`config.mk`:
```
export PLATFORM = sky130hd
export DESIGN_NAME = char_renderer
export DESIGN_NICKNAME = d
export VERILOG_FILES = /design/src/rtl/char_pkg.sv /design/src/rtl/char_renderer.sv
export SDC_FILE = /design/constraint.sdc
export NUM_CORES = 1
export LEC_CHECK = 0
export CORE_MARGIN = 2
export CORE_UTILIZATION = 54
export CTS_CLUSTER_SIZE = 30
export DETAILED_ROUTE_END_ITERATION = 12
export PLACE_DENSITY = 0.94
export SLEW_MARGIN = 20
export SYNTH_ARGS = -nofsm -noshare
export SYNTH_HDL_FRONTEND = slang
export SYNTH_SLANG_ARGS = --single-unit
```
`constraint.sdc`:
```
create_clock -name clk -period 4.5 [get_ports clk]
set_clock_uncertainty 0.2 [all_clocks]
set_input_delay 0.675 -clock clk [delete_from_list [all_inputs] [get_ports clk]]
set_output_delay 0.675 -clock clk [all_outputs]
set_load 0.05 [all_outputs]
```
`src/rtl/char_pkg.sv`:
```
// Shared constants and FSM state type for the character renderer.
package char_pkg;
   localparam int COLS        = 40;
   localparam int ROWS        = 30;
   localparam int NUM_GLYPHS  = 40;
   localparam int GLYPH_LINES = 8;

   typedef enum logic [1:0] {
      IDLE,
      FETCH,
      LATCH,
      WRITE
   } state_t;
endpackage

```
`src/rtl/char_renderer.sv`:
```
// Renders one 8x8 glyph per command into a byte-per-line framebuffer,
// fetching the bitmap from an external registered character memory.
module char_renderer #(
   parameter int COLS  = char_pkg::COLS,
   parameter int ROWS  = char_pkg::ROWS,
   parameter int FB_AW = 14
) (
   input  logic             clk,
   input  logic             reset,
   input  logic             cmd_valid,
   output logic             cmd_ready,
   input  logic [5:0]       cmd_char,
   input  logic [5:0]       cmd_col,
   input  logic [4:0]       cmd_row,
   output logic             charprint,
   output logic [5:0]       character,
   input  logic [63:0]      vdata,
   output logic             fb_we,
   output logic [FB_AW-1:0] fb_addr,
   output logic [7:0]       fb_wdata,
   output logic             cmd_err
);
   import char_pkg::*;

   localparam logic [FB_AW-1:0] LINE_STRIDE = FB_AW'(COLS);
   localparam logic [FB_AW-1:0] ROW_STRIDE  = FB_AW'(GLYPH_LINES * COLS);
   localparam logic [2:0]       LAST_LINE   = 3'(GLYPH_LINES - 1);

   state_t            state_reg, state_next;
   logic [2:0]        line_cnt_reg, line_cnt_next;
   logic [63:0]       line_reg, line_next;
   logic              charprint_reg, charprint_next;
   logic [5:0]        character_reg, character_next;
   logic              fb_we_reg, fb_we_next;
   logic [FB_AW-1:0]  fb_addr_reg, fb_addr_next;
   logic [7:0]        fb_wdata_reg, fb_wdata_next;
   logic              cmd_err_reg, cmd_err_next;

   logic              pos_ok;
   logic              glyph_ok;
   logic [FB_AW-1:0]  base_addr;

   assign pos_ok    = (int'(cmd_col) < COLS) && (int'(cmd_row) < ROWS);
   assign glyph_ok  = int'(cmd_char) < NUM_GLYPHS;
   // Row stride is a constant, so this is a constant multiply only.
   assign base_addr = FB_AW'(cmd_row) * ROW_STRIDE + FB_AW'(cmd_col);

   always_comb begin
      state_next     = state_reg;
      line_cnt_next  = line_cnt_reg;
      line_next      = line_reg;
      charprint_next = 1'b0;
      character_next = character_reg;
      fb_we_next     = 1'b0;
      fb_addr_next   = fb_addr_reg;
      fb_wdata_next  = fb_wdata_reg;
      cmd_err_next   = 1'b0;

      case (state_reg)
         IDLE: begin
            if (cmd_valid) begin
               if (!pos_ok) begin
                  cmd_err_next = 1'b1;
               end else begin
                  fb_addr_next  = base_addr;
                  line_cnt_next = 3'd0;
                  if (glyph_ok) begin
                     state_next     = FETCH;
                     charprint_next = 1'b1;
                     character_next = cmd_char;
                  end else begin
                     // Blank glyph: go straight to writing zero lines.
                     state_next    = WRITE;
                     fb_we_next    = 1'b1;
                     fb_wdata_next = 8'h00;
                     line_next     = '0;
                  end
               end
            end
         end
         FETCH: begin
            state_next = LATCH;
         end
         LATCH: begin
            state_next    = WRITE;
            fb_we_next    = 1'b1;
            fb_wdata_next = vdata[63:56];
            line_next     = {vdata[55:0], 8'h00};
         end
         WRITE: begin
            if (line_cnt_reg == LAST_LINE) begin
               state_next = IDLE;
            end else begin
               fb_we_next    = 1'b1;
               fb_addr_next  = fb_addr_reg + LINE_STRIDE;
               fb_wdata_next = line_reg[63:56];
               line_next     = {line_reg[55:0], 8'h00};
               line_cnt_next = line_cnt_reg + 3'd1;
            end
         end
         default: begin
            state_next = IDLE;
         end
      endcase
   end

   always_ff @(posedge clk) begin
      if (reset) begin
         state_reg     <= IDLE;
         line_cnt_reg  <= 3'd0;
         line_reg      <= '0;
         charprint_reg <= 1'b0;
         character_reg <= 6'd0;
         fb_we_reg     <= 1'b0;
         fb_addr_reg   <= '0;
         fb_wdata_reg  <= 8'h00;
         cmd_err_reg   <= 1'b0;
      end else begin
         state_reg     <= state_next;
         line_cnt_reg  <= line_cnt_next;
         line_reg      <= line_next;
         charprint_reg <= charprint_next;
         character_reg <= character_next;
         fb_we_reg     <= fb_we_next;
         fb_addr_reg   <= fb_addr_next;
         fb_wdata_reg  <= fb_wdata_next;
         cmd_err_reg   <= cmd_err_next;
      end
   end

   assign cmd_ready = (state_reg == IDLE);
   assign charprint = charprint_reg;
   assign character = character_reg;
   assign fb_we     = fb_we_reg;
   assign fb_addr   = fb_addr_reg;
   assign fb_wdata  = fb_wdata_reg;
   assign cmd_err   = cmd_err_reg;
endmodule

```
Yosys cells after proc, flatten, opt, wreduce, memory -nomap -nowiden
Index checks and enable logic that the tools add are counted.
W data, S select, Z words.

cells by class
  add/sub/neg operators = 3
  equal/unequal tests = 9
  $lt $le $gt $ge = 3
  reductions and logical operators = 10
  $mul = 1
  multiplexer cells = 30
  bitwise gates (word level) = 3

operator list
  cell                     number
  $mux W64                 4
  $pmux W64 S3             1
  $mux W14                 3
  $mux W8                  4
  $pmux W14 S2             1
  $pmux W8 S3              1
  $add A14 B6 Y14          1
  $add A14 B6 Y14 const B  1
  $lt A6 B6 Y1 const B     2
  $mux W3                  3
  $mul A5 B3 Y8 const B    1
  $mux W2                  4
  $ne A2 B2 Y1 const B     4
  $pmux W2 S4              1
  $reduce_and A4 Y1        2
  $mux W1                  6
  $pmux W3 S2              1
  $lt A5 B5 Y1 const B     1
  $reduce_and A5 Y1        1
  $eq A2 B2 Y1 const B     2
  $reduce_or A4 Y1         1
  $add A3 B1 Y3 const B    1
  $eq A3 B3 Y1 const B     1
  $not A1 Y1               3
  9 further kinds          9

word-level totals
  bits in registers = 100
  word-level logic and storage cells = 68
  bits of input ports = 84
  output and inout port bits = 32

Logic depth before layout (Yosys ltp)
Gate-level depths: netlist (run 1).

  word-level depth = 5
  gate-level depth with buffers = 8
  depth with buffers taken out = 8

Worst setup path after synthesis (run 1)
Ideal clock, no wire load.

  path kind = register -> register
  start point = reg state_reg[0]
  end point = reg fb_wdata_reg[4] (netlist: fb_wdata[4])
  required time = 4,219 ps
  slack = 2,107 ps
  cell stages (with the launch flop) = 9
  path buffers = 2
  clock period less this slack = 2,393 ps
  setup time = 81 ps
  arrival = 2,112 ps
  cell sequence = dfxtp_1 > inv_1 > ha_1 > inv_1 > a41oi_2 > nor2_1 > buf_2 > buf_4 > a211oi_2

on the way
  cells in the longest elaborated chain, start to end = 3
  elaborated cells on any way between the ends = 10
  classes of those cells = eq/ne: 6; mux: 1; reduce/logical: 3

RTL lines
  element                                               line                  source
  from (decl)                                           char_renderer.sv:29   state_t state_reg, state_next;
  from (signal assigned)                                char_renderer.sv:119  state_reg <= state_next;
  $logic_not A2 Y1 (*)                                  n/a
  via cmd_ready                                         char_renderer.sv:11   output logic cmd_ready,
  $ne A2 B2 Y1 (no line), or another cell as far along  n/a
  $reduce_and A5 Y1 (no line)                           n/a
  to (signal assigned)                                  char_renderer.sv:126  fb_wdata_reg <= fb_wdata_next;
  to (decl)                                             char_renderer.sv:36   logic [7:0] fb_wdata_reg, fb_wdata_next;

Mark *: on every way through the listed nets, which the timed path passes. The rest lies on a longest branch.
A chain may end at the register's enable or synchronous reset.

Worst setup path after layout (run 1)
  start point = reg state_reg[0]
  end point = out cmd_ready

on the way
  cells in the longest elaborated chain, start to end = 1

RTL lines
  element           line                  source
  $logic_not A2 Y1  char_renderer.sv:131  assign cmd_ready = (state_reg == IDLE);
  to (decl)         char_renderer.sv:11

No other way between the ends.

==> results of run 1 <==
-- routing by layer --
metal | part of all wire | vias up | GRT usage | wire length, um
li1 | - | 2103 | - | -
met5 | 0 | - | 0 | 0
met3 | 0.067 | 26 | 0.0415 | 862
met4 | 0.021 | 0 | 0.0833 | 274
met1 | 0.42 | 2127 | 0.360 | 5390
met2 | 0.49 | 213 | 0.420 | 6320
-- cells in the mapped netlist (6+ instances only) --
library cell and instances:
inv_1 9, nand3_1 8, dfxtp_1 92, buf_6 6, clkbuf_1 33, nand4_1 12, o32ai_1 6, nand2b_1 12
o21ai_0 15, ha_1 15, a21oi_1 80, mux2i_1 11, a22oi_1 56, nand2_1 9, a211oi_1 11, nor2_1 13
a211oi_2 52
-- how the worst max path moves through the flow --
| stage | endpoint | slack (ns) | cells past startpoint |
|---|---|---|---|
| 2_1_floorplan | fb_wdata[4] | 2.11 | 8 |
| 3_3_place_gp | line_reg[49] | 1.28 | 6 |
| 3_5_place_dp | line_reg[35] | 1.20 | 6 |
| 4_1_cts | cmd_ready | 1.54 | 3 |
| 5_1_grt | fb_addr[5] | 1.30 | 5 |
| 6_report | cmd_ready | 1.46 | 3 |
-- power by group --
group          switching [mW]  leakage (nW)  internal, mW
logic                    1.25          1.14         0.706
registers               0.161         0.755          1.03
clock network           0.298        0.0971         0.258
-- area by class of cell --
cell class | count | share of cell area
clock buffer | 10 | 0.0210
clock inverter | 5 | 0.0101
inverter | 10 | 0.00618
multi-input combinational | 345 | 0.438
sequential | 92 | 0.303
tap | 108 | 0.0223
timing repair buffer | 123 | 0.199
-- worst max-delay path, cell delays in order, from the launching register on --
cell and delay, ns:
dfxtp_1 0.39, inv_1 0.19, ha_1 0.36, clkdlybuf4s50_1 0.88
-- logic make-up after synthesis --
group / share of synthesized area
compound gates: 0.403
buf+inv: 0.0595
flops: 0.388
simple gates: 0.0811
xor+xnor: 0.00184
fa+ha+maj: 0.0437
mux: 0.0232
-- per-stage QoR --
step	hold WS, ns	power [mW]	util
final	0.256	3.70	0.703
after global routing	0.285	3.90	0.703
after CTS	0.259	3.67	0.702
after detailed placement	0.247	3.11	0.680
after global placement	0.238	3.04	0.680
after floorplan	0.250	2.67	-
==> results_dict.tcl, run 1 <==
set metrics [dict create \
    drv_cap 0 \
    drt.antenna.violating_nets 0 \
    clk_latency_ns 0.36 \
    synth_seq_cells 92 \
    setup_slack_ns 1.46 \
    cp-end-kind "output port" \
    fmax_mhz 329 \
    ys_types 48 \
    path_class "reg -> out" \
    fin_cells 693 \
    antenna_found_initial 0 \
    die_w_um 97.8 \
    numCtsBuffers 9 \
    min_path_type "reg -> reg" \
    register_area_sq_um 1840 \
    cts-root-buf "clkbuf_8" \
    synth_top_area_cell "dfxtp_1" \
    r2r_slack_ns 1.53 \
    syn_to_final_growth_pct 27.8 \
    n_antenna_cell 0 \
    dp_slack_ns 1.20 \
    gp_congestion 0.913 \
    fin_area_sq_um 6070 \
    ios 116 \
    layout_common_cells "114 x clkdlybuf4s50_1, 92 x dfxtp_1, 79 x a21oi_1" \
    via_per_inst 6.45 \
    relSlewSlack 0.408 \
    overflow 0 \
    slew_viol_final 0 \
    crit_start "state_reg[0]" \
    setup_viol_count_final 0 \
    synthesis.area_sq_um 4750 \
    worstPathArrival_ns 2.16 \
    hold_depth 2 \
    nNetsFinal 681 \
    hpwlAfterDp_um 8400 \
    powerDensity_nw_per_um2 610 \
    min_to "fb_addr[2]" \
    core_area_sq_um 8640 \
    hp-start "fb_addr[2]" \
    cts_resized 0 \
    vias 4469 \
    h-tree-depth 3 \
    grt_pass1_wl_um 20800 \
    crit_path_start_kind "flop" \
    firstDrtPassIters 5 \
    p_leak_nw 1.99 \
    fin_tns_setup_ns 0 \
    avgSynthCellArea_sq_um 9.60 \
    wl_per_cell_um 18.5 \
    drive_above_1_share 0.142 \
    final_hold_viol_count 0 \
    worstMarginPinSlew_ns 0.888 \
    cts.sinks 92 \
    max-clock-path-buffers 2 \
    grt_max_degree 67 \
    start_util 0.550 \
    r2r-end "fb_addr[5]" \
    fin_crit_sh 0.675 \
    outcome "completed" \
    grt_pass1_vias 4253 \
    synth_edf_count 0 \
    die_h_um 97.8 \
    die_area_sq_um 9560 \
    cts_tree "done" \
    grt_usage 0.260 \
    final_common_cell "clkdlybuf4s50_1" \
    fillCellCount 615 \
    drc 0 \
    placed_area_sq_um 5870 \
    ys.flop_type "dfxtp_1" \
    synth-seq-area-share 0.388 \
    hold_buffers 0 \
    synth-warning-count 0 \
    largest_reg_flops 56 \
    syn_inst 495 \
    period_needed_ns 3.04 \
    row_count 34 \
    synth_area_leaders "dfxtp_1 39%, a211oi_2 14%, a22oi_1 8.9%" \
    dr.first_iter.drc_count 526 \
    path_max_fanout 7 \
    multi_input_area_sq_um 2660 \
    portBuffers 115 \
    cp.required_ns 3.62 \
    ir_worst_vdd_v 0.000420 \
    reg2reg_depth 5 \
    clkTransAtPathRegs_ns 0.08 \
    cts_setup_buffers 0 \
    syn-num-nets 595 \
    synthArstFlopShare 0 \
    timing.rr.start "state_reg[1]" \
    rsz0062_at_grt "false" \
    place_inst 678 \
    yosys.area.top_type_share 0.388 \
    wirelength_um 12800 \
]
Note: power is estimated with default switching activity, not from simulation.
==> run 2: changes to the inputs <==
- CORE_UTILIZATION: 54 -> 45
- PLACE_DENSITY: 0.94 -> 0.85
- clock period: 4.5 -> 2.6 ns (I/O delays scaled with it)
==> run 2 against run 1 <==
Combinational power grew 83%. Cell count rose by 5.1%. Power increased by 81%. Largest power group unchanged.
==> results_dict.tcl, run 2 (synthesis results as in run 1) <==
set metrics [dict create \
    cts.sinks 92 \
    rsz0062_at_grt "false" \
    die_w_um 107 \
    min_path_type "reg -> reg" \
    hold_buffers 0 \
    grt_usage 0.225 \
    worstPathArrival_ns 1.69 \
    seqPwrFrac 0.308 \
    drv_cap 0 \
    setup_viol_count_final 0 \
    row_count 37 \
    period_needed_ns 2.28 \
    core_area_sq_um 10300 \
    outcome "completed" \
    cts-root-buf "clkbuf_8" \
    ir_worst_vdd_v 0.000590 \
    hpwlAfterDp_um 8640 \
    grt_max_degree 71 \
    multi_input_area_sq_um 2660 \
    final_core_util 0.609 \
    numCtsBuffers 9 \
    path_max_fanout 7 \
    cts_tree "done" \
    wirelength_um 13000 \
    portBuffers 115 \
    crit_chain "clkdlybuf4s50_1" \
    final_common_cell "clkdlybuf4s50_1" \
    start_util 0.462 \
    r2r-end "line_reg[50]" \
    p_leak_nw 2.06 \
    cp-end-kind "output port" \
    relSlewSlack 0.400 \
    fin_crit_sh 0.876 \
    p_int_mw 3.71 \
    clk_latency_ns 0.36 \
    placed_area_sq_um 6040 \
    slew_viol_final 0 \
    drt.antenna.violating_nets 0 \
    layout_common_cells "113 x clkdlybuf4s50_1, 92 x dfxtp_1, 79 x a21oi_1" \
    reg2reg_depth 5 \
    die_h_um 107 \
    min_to "fb_addr[1]" \
    syn_to_final_growth_pct 31.7 \
    path_class "reg -> out" \
    wl_per_cell_um 17.9 \
    cp_top_family "buffers and inverters" \
    p_clk_frac 0.159 \
    nNetsFinal 688 \
    slowest_stage "clkdlybuf4s50_1" \
    firstDrtPassIters 5 \
    largest_reg_flops 56 \
    slowest_delay_ns 0.86 \
    swShare 0.446 \
    fin_tns_setup_ns 0 \
    antenna_found_initial 0 \
    vias 4479 \
    r2r_slack_ns 0.35 \
    max-clock-path-buffers 2 \
    h-tree-depth 3 \
    final_hold_viol_count 0 \
    hp-start "fb_addr[1]" \
    cts_resized 0 \
    hold_depth 2 \
    fillCellCount 883 \
    overflow 0 \
    cp.required_ns 2.01 \
    powerDensity_nw_per_um2 1070 \
    total_power_mw 6.69 \
    dr.first_iter.drc_count 356 \
    fin_area_sq_um 6260 \
    grt_pass1_vias 4374 \
    drc 0 \
    ios 116 \
    power.switching_mw 2.99 \
    grt_pass1_wl_um 21200 \
    crit_path_start_kind "flop" \
    clkTransAtPathRegs_ns 0.09 \
    cts_setup_buffers 0 \
    p_comb_frac 0.533 \
    fmax_mhz 439 \
    timing.rr.start "state_reg[0]" \
    die_area_sq_um 11400 \
    worstMarginPinSlew_ns 0.900 \
    register_area_sq_um 1840 \
    via_per_inst 6.15 \
    n_antenna_cell 0 \
    gp_congestion 0.936 \
    path_buf_inv 1 \
    drive_above_1_share 0.154 \
]
run 2: layer usage:
layer  up-vias  global-route usage  wire length, um
li1       2114                   -                -
met1      2175               0.315             5940
met2       170               0.355             6140
met3        20              0.0347              725
met4         0              0.0733              195
met5         -                   0                0
run 2: how the worst max path moves through the flow:
stage,from,end,slack [ns],cells after the start
after floorplan,state_reg[0],fb_wdata[4],0.21,8
after global placement,cmd_row[3],fb_addr[13],0.08,9
after detailed placement,cmd_row[1],fb_addr[11],0.004,9
after CTS,fb_addr[6],fb_addr[6],0.33,1
after global routing,state_reg[0],line_reg[50],0.21,5
final,fb_addr[6],fb_addr[6],0.32,1
run 2: layout make-up:
class	count	area share
multi-input combinational	345	0.425
sequential	92	0.294
timing repair buffer	130	0.213
tap	136	0.0272
clock buffer	10	0.0204
clock inverter	5	0.0138
inverter	10	0.00600
run 2: stage by stage:
| stage | hold WS [ns] | cells | setup WS (ns) |
|---|---|---|---|
| after floorplan | 0.250 | 495 | 0.207 |
| after global routing | 0.293 | 728 | 0.209 |
| after detailed placement | 0.252 | 713 | 0.00450 |
| after global placement | 0.246 | 713 | 0.0758 |
| final | 0.260 | 728 | 0.322 |
| after CTS | 0.263 | 728 | 0.333 |
run 2: power groups by stage:
stage	clock, mW	sequential, mW	combinational (mW)
2_1_floorplan	0	2.43	2.19
3_3_place_gp	0	2.07	3.43
3_5_place_dp	0	2.08	3.53
4_1_cts	1.08	2.05	3.54
5_1_grt	1.14	2.10	3.81
6_report	1.07	2.06	3.57
